<file path="config.mk">
export PLATFORM = sky130hd
export DESIGN_NAME = rom_stream_reader_flat
export DESIGN_NICKNAME = d
export VERILOG_FILES = /design/src/rtl/rom_stream_reader_pkg.sv /design/src/rtl/rom_stream_reader_if.sv /design/src/rtl/rom_stream_reader_addr_gen.sv /design/src/rtl/rom_stream_reader.sv /design/src/flat_wrapper.sv
export SDC_FILE = /design/constraint.sdc
export NUM_CORES = 1
export LEC_CHECK = 0
export CAP_MARGIN = 20
export CORE_AREA = 2 2 40 61
export CTS_CLUSTER_SIZE = 20
export DETAILED_ROUTE_END_ITERATION = 7
export DIE_AREA = 0 0 42 63
export PLACE_DENSITY_LB_ADDON = 0.12
export SLEW_MARGIN = 20
export SYNTH_ARGS = -nofsm -noshare
export SYNTH_HDL_FRONTEND = slang
export SYNTH_HIERARCHICAL = 1
export SYNTH_SLANG_ARGS = --single-unit
</file>
<file path="constraint.sdc">
create_clock -name clk -period 2 [get_ports clk]
set_input_delay 0.5 -clock clk [delete_from_list [all_inputs] [get_ports clk]]
set_output_delay 0.5 -clock clk [all_outputs]
set_load 0.02 [all_outputs]
</file>
<file path="src/rtl/rom_stream_reader_pkg.sv">
// Shared types and default geometry for the ROM stream reader.
// Optional checksum: define ROM_STREAM_READER_CHECKSUM_EN.
package rom_stream_reader_pkg;

    localparam int DEF_DEPTH = 8;
    localparam int DEF_AW    = 3;
    localparam int DEF_DW    = 4;

    typedef enum logic [1:0] {
        IDLE,
        RUN,
        DRAIN
    } state_t;

endpackage

</file>
<file path="src/rtl/rom_stream_reader_if.sv">
// Valid/ready word stream carrying ROM data and a burst-end marker.
// Optional checksum: define ROM_STREAM_READER_CHECKSUM_EN.
interface rom_stream_reader_if #(
    parameter int DW = 4
);
    logic          m_valid;
    logic [DW-1:0] m_data;
    logic          m_last;
    logic          m_ready;

    modport master (
        output m_valid,
        output m_data,
        output m_last,
        input  m_ready
    );

    modport slave (
        input  m_valid,
        input  m_data,
        input  m_last,
        output m_ready
    );
endinterface

</file>
<file path="src/rtl/rom_stream_reader_addr_gen.sv">
// Burst address walker: wrapping address counter plus words-remaining count.
// Optional checksum: define ROM_STREAM_READER_CHECKSUM_EN.
module rom_stream_reader_addr_gen
    import rom_stream_reader_pkg::*;
#(
    parameter int AW = DEF_AW
) (
    input  logic          clk,
    input  logic          rst,
    input  logic          load,
    input  logic [AW-1:0] load_addr,
    input  logic [AW:0]   load_len,
    input  logic          step,
    output logic [AW-1:0] addr,
    output logic          is_last
);

    localparam logic [AW-1:0] A_ONE = 1;
    localparam logic [AW:0]   R_ONE = 1;

    logic [AW:0] remaining;

    // Load on burst start; advance and wrap on each captured word.
    always_ff @(posedge clk or posedge rst) begin
        if (rst) begin
            addr      <= '0;
            remaining <= '0;
        end else if (load) begin
            addr      <= load_addr;
            remaining <= load_len;
        end else if (step) begin
            addr      <= addr + A_ONE;
            remaining <= remaining - R_ONE;
        end
    end

    assign is_last = (remaining == R_ONE);

endmodule

</file>
<file path="src/rtl/rom_stream_reader.sv">
// Handshaked burst reader over a small lookup ROM.
// Optional checksum: define ROM_STREAM_READER_CHECKSUM_EN.
module rom_stream_reader
    import rom_stream_reader_pkg::*;
#(
    parameter int DEPTH = DEF_DEPTH,
    parameter int AW    = DEF_AW,
    parameter int DW    = DEF_DW
) (
    input  logic                clk,
    input  logic                rst,
    input  logic                start,
    input  logic [AW-1:0]       base_addr,
    input  logic [AW:0]         len,
    output logic [AW-1:0]       rom_addr,
    input  logic [DW-1:0]       rom_data,
    rom_stream_reader_if.master m_if,
    output logic                busy,
    output logic                done,
    output logic [DW-1:0]       checksum
);

    localparam logic [AW:0] DEPTH_L = DEPTH[AW:0];

    state_t        state_q;
    state_t        state_d;
    logic [AW:0]   len_eff;
    logic          load;
    logic          step;
    logic          capture;
    logic          drain_ack;
    logic          done_d;
    logic          accept;
    logic          is_last;
    logic          slot_free;
    logic          m_valid_q;
    logic [DW-1:0] m_data_q;
    logic          m_last_q;
    logic          done_q;

    assign len_eff   = (len > DEPTH_L) ? DEPTH_L : len;
    assign slot_free = !m_valid_q || m_if.m_ready;

    rom_stream_reader_addr_gen #(
        .AW (AW)
    ) u_addr_gen (
        .clk       (clk),
        .rst       (rst),
        .load      (load),
        .load_addr (base_addr),
        .load_len  (len_eff),
        .step      (step),
        .addr      (rom_addr),
        .is_last   (is_last)
    );

    // State register.
    always_ff @(posedge clk or posedge rst) begin
        if (rst) begin
            state_q <= IDLE;
        end else begin
            state_q <= state_d;
        end
    end

    // Next state and per-cycle control strobes.
    always_comb begin
        state_d   = state_q;
        load      = 1'b0;
        step      = 1'b0;
        capture   = 1'b0;
        drain_ack = 1'b0;
        done_d    = 1'b0;
        accept    = 1'b0;
        unique case (state_q)
            IDLE: begin
                if (start) begin
                    accept = 1'b1;
                    if (len_eff == '0) begin
                        done_d = 1'b1;
                    end else begin
                        load    = 1'b1;
                        state_d = RUN;
                    end
                end
            end
            RUN: begin
                if (slot_free) begin
                    capture = 1'b1;
                    step    = 1'b1;
                    if (is_last) begin
                        state_d = DRAIN;
                    end
                end
            end
            DRAIN: begin
                if (m_if.m_ready) begin
                    drain_ack = 1'b1;
                    done_d    = 1'b1;
                    state_d   = IDLE;
                end
            end
            default: begin
                state_d = IDLE;
            end
        endcase
    end

    // Output slot: refilled whenever free in RUN, emptied on final acceptance.
    always_ff @(posedge clk or posedge rst) begin
        if (rst) begin
            m_valid_q <= 1'b0;
            m_data_q  <= '0;
            m_last_q  <= 1'b0;
            done_q    <= 1'b0;
        end else begin
            done_q <= done_d;
            if (capture) begin
                m_valid_q <= 1'b1;
                m_data_q  <= rom_data;
                m_last_q  <= is_last;
            end else if (drain_ack) begin
                m_valid_q <= 1'b0;
                m_last_q  <= 1'b0;
            end
        end
    end

`ifdef ROM_STREAM_READER_CHECKSUM_EN
    logic [DW-1:0] csum_q;

    // Running sum of accepted words, cleared on each accepted start.
    always_ff @(posedge clk or posedge rst) begin
        if (rst) begin
            csum_q <= '0;
        end else if (accept) begin
            csum_q <= '0;
        end else if (m_valid_q && m_if.m_ready) begin
            csum_q <= csum_q + m_data_q;
        end
    end

    assign checksum = csum_q;
`else
    assign checksum = '0;
`endif

    assign m_if.m_valid = m_valid_q;
    assign m_if.m_data  = m_data_q;
    assign m_if.m_last  = m_last_q;
    assign busy         = (state_q != IDLE);
    assign done         = done_q;

endmodule

</file>
<file path="src/flat_wrapper.sv">
// flat-port wrapper written by rule: the top's interface ports become plain ports
module rom_stream_reader_flat import rom_stream_reader_pkg::*;
#(
    parameter int DEPTH = DEF_DEPTH,
    parameter int AW    = DEF_AW,
    parameter int DW    = DEF_DW
)
  (clk, rst, start, base_addr, len, rom_addr, rom_data, busy, done, checksum, m_if_m_valid, m_if_m_data, m_if_m_last, m_if_m_ready);
  rom_stream_reader_if #(.DW(DW)) m_if_i ();
  input  logic clk;
  input  logic rst;
  input  logic start;
  input  logic [AW-1:0] base_addr;
  input  logic [AW:0] len;
  output logic [AW-1:0] rom_addr;
  input  logic [DW-1:0] rom_data;
  output logic busy;
  output logic done;
  output logic [DW-1:0] checksum;
  output wire logic [$bits(m_if_i.m_valid)-1:0] m_if_m_valid;
  output wire logic [$bits(m_if_i.m_data)-1:0] m_if_m_data;
  output wire logic [$bits(m_if_i.m_last)-1:0] m_if_m_last;
  input wire logic [$bits(m_if_i.m_ready)-1:0] m_if_m_ready;
  assign m_if_m_valid = m_if_i.m_valid;
  assign m_if_m_data = m_if_i.m_data;
  assign m_if_m_last = m_if_i.m_last;
  assign m_if_i.m_ready = m_if_m_ready;
  rom_stream_reader #(.DEPTH(DEPTH), .AW(AW), .DW(DW)) u_core (.clk(clk), .rst(rst), .start(start), .base_addr(base_addr), .len(len), .rom_addr(rom_addr), .rom_data(rom_data), .m_if(m_if_i), .busy(busy), .done(done), .checksum(checksum));
endmodule
</file>
### Word level (Yosys, flattened, before mapping)

Index checks and enable logic that the tools add are counted.

| word-level totals | value |
|---|---|
| output and inout port bits | 15 |
| word-level logic and storage cells | 50 |
| input bits | 15 |
| bits in registers | 16 |

| operators by class | value |
|---|---|
| multiplexer cells | 24 |
| order comparisons | 1 |
| reduce and logical (&&, ||, !) cells | 8 |
| equality and inequality tests | 8 |
| add/sub/neg operators | 2 |

Operators with widths:

| cell | count |
|---|---|
| 1-bit 2-to-1 mux | 12 |
| 4-bit 2-to-1 mux | 3 |
| 2-bit 2-to-1 mux | 5 |
| 3-bit 2-to-1 mux | 2 |
| 2-bit inequality test (second input constant) | 3 |
| 2-bit case mux with 3 select lines | 1 |
| 2-bit nonzero test | 3 |
| 5-bit AND reduction | 1 |
| 4-bit by 1-bit equality test with 1-bit output (second input constant) | 1 |
| 4-bit > comparator (second input constant) | 1 |
| 4-bit logical NOT | 1 |
| 2-bit by 1-bit inequality test with 1-bit output (second input constant) | 2 |
| 4-bit by 1-bit subtractor with 4-bit output (second input constant) | 1 |
| 3-bit by 1-bit adder with 3-bit output (second input constant) | 1 |
| 2-bit by 1-bit equality test with 1-bit output (second input constant) | 1 |
| 2-bit equality test (second input constant) | 1 |
| 2-bit logical NOT | 1 |
| 1-bit case mux with 2 select lines | 1 |
| 1-bit logical NOT | 1 |
| 1-bit logical OR | 1 |

### Logic depth before layout (Yosys ltp)

Gate-level depths: netlist of run 1.

| depth | value |
|---|---|
| depth after elaboration | 7 |
| mapped depth | 6 |
| gate-level depth less buffers | 6 |

### By module

The synthesis of run 1 kept the hierarchy.

By module, submodules not included:

| module | cells each | area an instance (µm²) | times used | seq. area each (µm²) |
|---|---|---|---|---|
| rom_stream_reader | 46 | 481.7 | 1 | 225.2 |
| rom_stream_reader_addr_gen | 39 | 406.6 | 1 | 175.2 |

### Worst setup path before layout of run 1

Ideal clock, no wire load.

| timing | value |
|---|---|
| kind | register -> register |
| start | register u_core.m_valid_q (netlist: u_core/m_if.m_valid) |
| end | register u_core.u_addr_gen.remaining[3] |
| setup time | 0.125 ns |
| arrival time | 1.686 ns |
| required time | 1.875 ns |
| path buffers | 1 |
| stages on the path, launching flop included | 7 |
| slack | 0.189 ns |
| clock period less this slack | 1.811 ns |
| cell sequence | dfrtp_1 nor2b_1 nor3b_4 buf_6 nor4b_4 xor2_1 mux2_2 |

| on the way | value |
|---|---|
| cells in the longest elaborated chain, start to end | 5 |

RTL lines:

| item | RTL line | source |
|---|---|---|
| start, declared | rom_stream_reader.sv:36 | `logic m_valid_q;` |
| start signal, assigned | rom_stream_reader.sv:112 | `m_valid_q <= 1'b0;` |
| start signal, assigned | rom_stream_reader.sv:119 | `m_valid_q <= 1'b1;` |
| start signal, assigned | rom_stream_reader.sv:123 | `m_valid_q <= 1'b0;` |
| 1-bit logical NOT | rom_stream_reader.sv:42 | `assign slot_free = !m_valid_q \|\| m_if.m_ready;` |
| 1-bit logical OR | rom_stream_reader.sv:42 |  |
| 1-bit 2-to-1 mux (2 in series) | - |  |
| via u_core.capture | rom_stream_reader.sv:30 | `logic capture;` |
| 2-bit nonzero test (no line) | - |  |
| end signal, assigned | rom_stream_reader_addr_gen.sv:30 | `remaining <= load_len;` |
| end signal, assigned | rom_stream_reader_addr_gen.sv:33 | `remaining <= remaining - R_ONE;` |
| end, declared | rom_stream_reader_addr_gen.sv:21 | `logic [AW:0] remaining;` |

The timed path passes the listed nets, and every way through them passes these cells.
A chain may end at the register's enable or synchronous reset.

### Final worst setup path of run 1

| timing | value |
|---|---|
| start | register u_core.state_q[1] |
| end | output busy |

| on the way | value |
|---|---|
| cells in the longest elaborated chain, start to end | 1 |

RTL lines:

| item | RTL line | source |
|---|---|---|
| start, declared | rom_stream_reader.sv:25 | `state_t state_q;` |
| start signal, assigned | rom_stream_reader.sv:62 | `state_q <= state_d;` |
| 2-bit nonzero test | rom_stream_reader.sv:151 | `assign busy = (state_q != IDLE);` |
| end, declared | flat_wrapper.sv:17 | `output logic busy;` |

Every way passes these cells.

==> results of run 1 <==
-- through the flow --
stage	setup TNS [ns]	hold slack (ns)
6_report	0	0.467
3_3_place_gp	-0.0279	0.492
2_1_floorplan	0	0.303
4_1_cts	0	0.469
3_5_place_dp	-0.123	0.497
5_1_grt	0	0.488
-- per-layer routing --
layer  GRT usage (%)  vias to the layer above  part of all wire (%)
met5               0                        -                     0
met4            6.05                        0                   1.2
met3            2.31                        2                   4.0
met2            27.1                       17                    55
met1            16.8                      332                    39
li1                -                      337                     -
-- worst max-delay path, cell delays in order, from the launching register on --
cell	delay [ns]
dfrtp_1	0.46
or2_2	0.31
dlygate4sd2_1	0.32
-- cells by family (layout without fill, tap and decap cells) --
kind of cell    after synthesis  count (layout)  share of synthesized area, %
buf+inv                      15              45                          8.87
flops                        16              16                          45.1
simple gates                 23              23                          16.8
xor+xnor                      5               5                          4.93
fa+ha+maj                     3               3                          4.23
compound gates               15              15                          9.29
other cells                   1               4                         0.422
mux                           7               7                          10.4
-- power by group --
| group | switching (mW) | leakage, nW | internal, mW |
|---|---|---|---|
| logic | 0.384 | 0.332 | 0.466 |
| clock network | 0.0999 | 0.0210 | 0.111 |
| registers | 0.118 | 0.188 | 0.461 |
| total | 0.602 | 0.541 | 1.04 |
-- flip-flops by register name, indices dropped and copies added (netlist names) --
| register | count |
|---|---|
| u_core/u_addr_gen/remaining | 4 |
| u_core/done | 1 |
| u_core/u_addr_gen/addr | 3 |
| u_core/m_if.m_last | 1 |
| u_core/m_if.m_data | 4 |
| u_core/m_if.m_valid | 1 |
| u_core/state_q | 2 |
-- cells in the final DEF (no fill, tap or decap), types with 2 or more instances in the layout --
cell	count
xnor2_1	2
buf_4	7
ha_1	3
o21ai_0	7
clkbuf_4	3
conb_1	4
mux2_4	4
dfrtp_1	16
nor2b_1	4
clkdlybuf4s50_1	24
nor2_1	2
inv_1	8
mux2_2	2
xor2_1	3
nand2_1	11
a21oi_1	5
-- cell type report --
class | instances | area share [%]
Multi-Input combinational cell | 57 | 34.0
Sequential cell | 16 | 32.4
Timing Repair Buffer | 33 | 26.0
Clock buffer | 4 | 2.93
Inverter | 8 | 2.43
Tap cell | 23 | 2.33
-- final timing paths --
check                                            endpoint  cells past startpoint
setup / recovery                                     busy                      2
hold / removal                  u_core/u_addr_gen/addr[2]                      2
setup reg to reg           u_core/u_addr_gen/remaining[1]                      5
hold reg to reg                     u_core/m_if.m_data[2]                      1
max in group asynchronous               u_core/state_q[0]                      2
min in group clk                    u_core/m_if.m_data[2]                      1
-- timing repair --
action,in CTS,in global routing
gates resized for setup,1,0
endpoints found under the setup margin,1,0
setup buffers,0,0
==> impl_metrics.json, run 1 <==
{
  "holdBufCountCts": 0,
  "fin_crit_sh_pct": 93.7,
  "synthCells": 85,
  "dieArea_um2": 2650,
  "worst_slack_ns": 0.126,
  "htreeDepth": 1,
  "slew_viol_final": 0,
  "utilization_pct": 58.1,
  "start_util_pct": 41.7,
  "power_mw": 1.64,
  "yosysTopAreaCell": "dfrtp_1",
  "fin_nets": 137,
  "netlist_top_cells_area": "dfrtp_1 45%, mux2_4 6.8%, nand2_1 4.6%, ha_1 4.2%, o21ai_0 3.9%",
  "n_fill_cell": 180,
  "synth-seq-cells": 16,
  "synth.most_common_cell": "dfrtp_1",
  "required_ns": 1.50,
  "max_cap_violations": 0,
  "final_cell_count_no_fill": 141,
  "drc": 0,
  "clockRootBuffer": "clkbuf_4",
  "post-dp-hpwl_mm": 1.39,
  "crit_path_start": "u_core/state_q[1]",
  "io_buffer_count": 25,
  "ys_top_cells_by_count": "16 x dfrtp_1, 11 x nand2_1, 8 x inv_1",
  "grt_pass1_wl_mm": 3.04,
  "crit_type": "reg -> out",
  "ys_warn_count": 6,
  "reg2reg_from": "u_core/m_if.m_valid",
  "overflow": 0,
  "p_leak_nw": 0.541,
  "clk_pin_slew_worst_paths_ns": 0.10,
  "path_max_fanout": 5,
  "crit_path_start_kind": "flip-flop",
  "drt_iter0_drc": 23,
  "rsz0062_at_grt": "false",
  "globalplace.congestion": 0.748,
  "rows": 21,
  "cts-buffers-inserted": 3,
  "grt.total_usage_pct": 14.9,
  "syn_avg_cell_area_um2": 10.5,
  "max_freq_mhz": 534,
  "num_antenna_cells": 0,
  "design_area_um2": 1240,
  "netlist_area_um2": 888,
  "die_x_um": 42,
  "grt_max_degree": 13,
  "dp.cells": 137,
  "cts_tree": "built",
  "vias": 688,
  "pre_cts_ws_ns": -0.0422,
  "irDropWorstVdd_v": 0.000662,
  "drt_wl_total_mm": 1.73,
  "status": "finished clean",
  "cts.path.max_buffers": 2,
  "setup_viol": 0,
  "num_io_pins": 30,
  "first_pass_iters": 4,
  "ys_seq_area_share_pct": 45.1,
  "regArea_um2": 400,
  "grt_pass1_vias": 726,
  "routedWlPerCell_um": 12.3,
  "ys_types": 26,
  "fin_crit_ns": 1.87,
  "critPathArrivalTime_ns": 1.37,
  "final_hold_viol_count": 0,
  "tritoncts_num_sinks": 16,
  "dieHeight_um": 63,
  "synth-edff-count": 0,
  "drive_gt1_share_pct": 18.6,
  "r2r_setup_slack_ns": 0.48,
  "syn_to_final_growth_pct": 39.3,
  "ant_nets": 0,
  "skew_ns": 0.00284,
  "clock_latency_ns": 0.28,
  "synth_top_flop_cell": "dfrtp_1",
  "place_area_um2": 1200,
  "end_kind": "output port",
  "synth_top_area_share_pct": 45.1,
  "synth_async_sr_flop_share_pct": 100,
  "power_density_nw_per_um2": 1320,
  "core-area_um2": 2130,
  "grt_antenna_before_repair": 0,
  "multi_input_comb_area_um2": 420,
  "viasPerCell": 4.88,
  "hold_class": "in -> async"
}
Note: power is estimated with default switching activity, not from simulation.
==> run 2, diff against run 1 <==
- ABC_CLOCK_PERIOD_IN_PS: default -> 2000
- CORE_AREA: 2 2 40 61 -> 2 2 44 56
- DIE_AREA: 0 0 42 63 -> 0 0 46 58
- SKIP_LAST_GASP: default -> 1
==> run 2 against run 1 <==
Effect of this change:
- register-to-register slack is essentially flat
- via count shrank 2.2%
- sequential power shrank 2%
- flip-flop and latch count unchanged
- clock skew decreased by 0.0025 ns
- routed wire length is 8.1% lower
- setup slack improved by 0.068 ns
- clock-buffer cell count stayed put
- critical path type unchanged
- critical endpoint unchanged
==> impl_metrics.json, run 2 (synthesis gave the netlist of run 1 again) <==
{
  "vias": 673,
  "rows": 19,
  "grt.total_usage_pct": 13.6,
  "slew_viol_final": 0,
  "p_leak_nw": 0.541,
  "crit_path_max_incr_delay_ns": 0.39,
  "critPathBufInv": 1,
  "fin_crit_sh_pct": 90.3,
  "drc": 0,
  "ant_nets": 0,
  "num_io_pins": 30,
  "post-cts-setup-buffer-count": 0,
  "syn_to_final_growth_pct": 39.0,
  "end_kind": "output port",
  "grt_pass1_wl_mm": 2.68,
  "grt_pass1_vias": 672,
  "utilization_pct": 57.7,
  "final_cell_count_no_fill": 139,
  "cp_top_family": "flip-flops",
  "crit_path_start_kind": "flip-flop",
  "critPathArrivalTime_ns": 1.31,
  "skew_ns": 0.000371,
  "slowest_stage": "dfrtp_1",
  "crit_type": "reg -> out",
  "io_buffer_count": 25,
  "max_freq_mhz": 554,
  "required_ns": 1.50,
  "path_cells": "or2_2, dlygate4sd2_1",
  "holdBufCountCts": 0,
  "final_cell_mix": "24 x clkdlybuf4s50_1, 16 x dfrtp_1, 11 x nand2_1",
  "start_util_pct": 41.5,
  "design_area_um2": 1230,
  "grt_max_degree": 13,
  "drive_gt1_share_pct": 18.6,
  "viasPerCell": 4.84,
  "cts_tree": "built",
  "first_pass_iters": 4,
  "hold_class": "in -> async",
  "rsz0062_at_grt": "false",
  "pre_cts_ws_ns": -0.0521,
  "overflow": 0,
  "fin_crit_ns": 1.81,
  "dp.cells": 135,
  "num_antenna_cells": 0,
  "irDropWorstVdd_v": 0.000933,
  "dieHeight_um": 58,
  "tritoncts_num_sinks": 16,
  "worst_slack_ns": 0.194,
  "setup_viol": 0,
  "path_max_fanout": 2,
  "power_mw": 1.62,
  "status": "finished clean",
  "final_hold_viol_count": 0,
  "dieArea_um2": 2670,
  "clockRootBuffer": "clkbuf_4",
  "htreeDepth": 1,
  "place_area_um2": 1200,
  "post-dp-hpwl_mm": 1.27,
  "fin_nets": 137,
  "n_fill_cell": 188,
  "drt_wl_total_mm": 1.59,
  "globalplace.congestion": 0.893,
  "clk_pin_slew_worst_paths_ns": 0.09,
  "core-area_um2": 2140,
  "cts-buffers-inserted": 3,
  "max_cap_violations": 0,
  "clock_latency_ns": 0.28,
  "cts.path.max_buffers": 2,
  "routedWlPerCell_um": 11.4,
  "layout_commonest_cell": "clkdlybuf4s50_1",
  "drt_iter0_drc": 8,
  "power_density_nw_per_um2": 1320,
  "die_x_um": 46,
  "grt_antenna_before_repair": 0
}
run 2: cell counts in the layout (fill, tap and decap cells not counted):
Identical to the previous run, type by type.
run 2: cell type report:
class | instances | area (µm²) | area share (%)
clock buffers | 4 | 36.3 | 2.94
inverters | 8 | 30.0 | 2.43
multi-input cells | 57 | 420 | 34.0
flip-flops and latches | 16 | 400 | 32.4
well taps | 21 | 26.3 | 2.13
repair buffers | 33 | 322 | 26.0
run 2: per-layer routing:
| layer | vias to the layer above | share of wire, % | track usage (%) |
|---|---|---|---|
| li1 | 339 | - | - |
| met1 | 315 | 45 | 16.6 |
| met2 | 17 | 50 | 21.8 |
| met3 | 2 | 4.0 | 2.80 |
| met4 | 0 | 0.82 | 7.35 |
| met5 | - | 0 | 0 |
run 2: what timing repair did:
item                       4_1_cts  5_1_grt
setup endpoints to repair        1        0
gates resized for setup          1        0
hold endpoints to repair         0        0
run 2: final timing paths:
path	startpoint	end	slack, ns	cells after the start
worst max-delay path	u_core/state_q[0]	busy	0.19	2
worst min-delay path	rst	u_core/u_addr_gen/addr[2]	0.47	2
worst max register to register	u_core/m_if.m_valid	u_core/u_addr_gen/remaining[1]	0.47	5
worst min register to register	u_core/m_if.m_data[0]	u_core/m_if.m_data[0]	0.52	1
max in group asynchronous	rst	u_core/state_q[0]	1.26	2
min in group clk	u_core/m_if.m_data[0]	u_core/m_if.m_data[0]	0.52	1
run 2: report_power, final:
part           switching [mW]  internal, mW  total, mW
Combinational           0.384         0.460      0.845
Clock                   0.101         0.111      0.212
Sequential              0.107         0.461      0.568
run 2: stage by stage:
step / TNS, ns / hold slack (ns)
4_1_cts: 0 / 0.480
3_3_place_gp: -0.0562 / 0.491
5_1_grt: 0 / 0.496
6_report: 0 / 0.468
2_1_floorplan: 0 / 0.303
3_5_place_dp: -0.266 / 0.495
==> run 3, diff against run 2 <==
- ABC_CLOCK_PERIOD_IN_PS: 2000 -> 1800
- REMOVE_ABC_BUFFERS: default -> 1
- clock period: 2 -> 1.8 ns (I/O delays scaled with it)
==> run 3 against run 2 <==
Effect of this change:
- flip-flop and latch count stayed put
- routed wire length is 9.0% higher
- non-clock buffer count is 1 higher
- die area stayed put
- global-route usage rose by 1.7 points
- clock-buffer cell count unchanged
- first-iteration DRC count rose by 25%
- combinational power is 12% higher
- setup slack worse by 0.12 ns
- largest cell class unchanged
==> impl_metrics.json, run 3 (synthesis gave the netlist of run 1 again) <==
{
  "crit_path_start_kind": "flip-flop",
  "grt.total_usage_pct": 15.3,
  "vias": 687,
  "dieArea_um2": 2670,
  "rsz0062_at_grt": "false",
  "clk_pin_slew_worst_paths_ns": 0.10,
  "overflow": 0,
  "clock_latency_ns": 0.28,
  "core-area_um2": 2140,
  "irDropWorstVdd_v": 0.000856,
  "post-cts-setup-buffer-count": 0,
  "cts.path.max_buffers": 2,
  "drt_wl_total_mm": 1.73,
  "io_buffer_count": 25,
  "start_util_pct": 41.5,
  "max_freq_mhz": 581,
  "ant_nets": 0,
  "crit_type": "reg -> out",
  "drc": 0,
  "path_cells": "clkdlybuf4s50_1",
  "cts_tree": "built",
  "post-dp-hpwl_mm": 1.43,
  "slowest_stage": "clkdlybuf4s50_1",
  "fin_nets": 138,
  "regArea_um2": 400,
  "power_density_nw_per_um2": 1460,
  "slew_viol_final": 0,
  "dieHeight_um": 58,
  "crit_path_max_incr_delay_ns": 0.61,
  "grt_pass1_vias": 720,
  "fin_crit_ns": 1.72,
  "n_fill_cell": 206,
  "final_hold_viol_count": 0,
  "drive_gt1_share_pct": 19.3,
  "globalplace.congestion": 0.845,
  "viasPerCell": 4.91,
  "multi_input_comb_area_um2": 420,
  "first_pass_iters": 4,
  "htreeDepth": 1,
  "status": "finished clean",
  "num_io_pins": 30,
  "tritoncts_num_sinks": 16,
  "syn_to_final_growth_pct": 40.6,
  "required_ns": 1.35,
  "fin_tns_setup_ns": 0,
  "rows": 19,
  "die_x_um": 46,
  "holdBufCountCts": 0,
  "routedWlPerCell_um": 12.4,
  "skew_ns": 0.00447,
  "grt_max_degree": 13,
  "end_kind": "output port",
  "hold_class": "in -> async",
  "clockRootBuffer": "clkbuf_4",
  "num_antenna_cells": 0,
  "final_cell_mix": "22 x clkdlybuf4s50_1, 16 x dfrtp_1, 11 x nand2_1",
  "cp_top_family": "buffers and inverters",
  "grt_pass1_wl_mm": 3.05,
  "max_cap_violations": 0,
  "setup_viol": 0,
  "critPathBufInv": 1,
  "power_mw": 1.82,
  "path_max_fanout": 3,
  "layout_commonest_cell": "clkdlybuf4s50_1",
  "drt_iter0_drc": 10,
  "fin_crit_sh_pct": 95.7,
  "critPathArrivalTime_ns": 1.27,
  "p_leak_nw": 0.557,
  "cts-buffers-inserted": 3,
  "grt_antenna_before_repair": 0
}
run 3: cell count changes in the layout (fill, tap and decap cells not counted):
cell / previous run / this run
clkdlybuf4s50_1: 24 / 22
dlygate4sd2_1: 1 / 0
buf_4: 7 / 8
dlymetal6s2s_1: 0 / 2
clkdlybuf4s15_1: 0 / 1
run 3: cell type report:
class                   count  area share, %
clock buffers               4           2.91
well taps                  21           2.10
multi-input cells          57           33.7
inverters                   8           2.40
flip-flops and latches     16           32.1
repair buffers             34           26.9
run 3: where the power goes:
| part | total (mW) | leakage, nW | switching [mW] | internal [mW] |
|---|---|---|---|---|
| Clock | 0.238 | 0.0210 | 0.115 | 0.123 |
| Sequential | 0.634 | 0.188 | 0.122 | 0.512 |
| Combinational | 0.948 | 0.348 | 0.427 | 0.522 |
run 3: worst register-to-register path: stages, from the launching register on:
cell	delay, ns
dfrtp_1	0.41
nor2b_1	0.18
nor3b_4	0.23
buf_4	0.18
mux2_2	0.32
o21ai_0	0.14
run 3: worst paths after layout:
kind	from	endpoint	slack (ns)	depth (start not counted)
worst min register to register	u_core/m_if.m_data[2]	u_core/m_if.m_data[2]	0.52	1
min in group clk	u_core/m_if.m_data[2]	u_core/m_if.m_data[2]	0.52	1
worst min-delay path	rst	u_core/u_addr_gen/addr[2]	0.41	2
max in group asynchronous	rst	u_core/m_if.m_valid	1.10	2
worst max-delay path	u_core/u_addr_gen/addr[1]	rom_addr[1]	0.08	1
worst max register to register	u_core/m_if.m_valid	u_core/u_addr_gen/remaining[1]	0.27	5
run 3: stage by stage:
stage / util (%) / area (µm²) / setup WS (ns) / hold WS, ns / instances
5_1_grt: 58.4 / 1250 / 0.0252 / 0.435 / 140
3_5_place_dp: 56.4 / 1210 / -0.224 / 0.502 / 136
2_1_floorplan: - / 851 / -0.0784 / 0.253 / 81
6_report: 58.4 / 1250 / 0.0780 / 0.406 / 140
3_3_place_gp: 56.4 / 1210 / -0.191 / 0.492 / 136
4_1_cts: 58.1 / 1240 / 0.0194 / 0.414 / 140
run 3: metal layers:
layer  GRT usage (%)  wire length [µm]  up-vias
li1                -                 -      340
met1            17.8               668      322
met5               0                 0        -
met3            2.18                78        8
met4            7.35                63        0
met2            26.4               922       17
run 3: repair_timing:
| action | in CTS | in global routing |
|---|---|---|
| gates resized for setup | 1 | 3 |
| endpoints found under the setup margin | 1 | 3 |
| endpoints found under the hold margin | 0 | 0 |
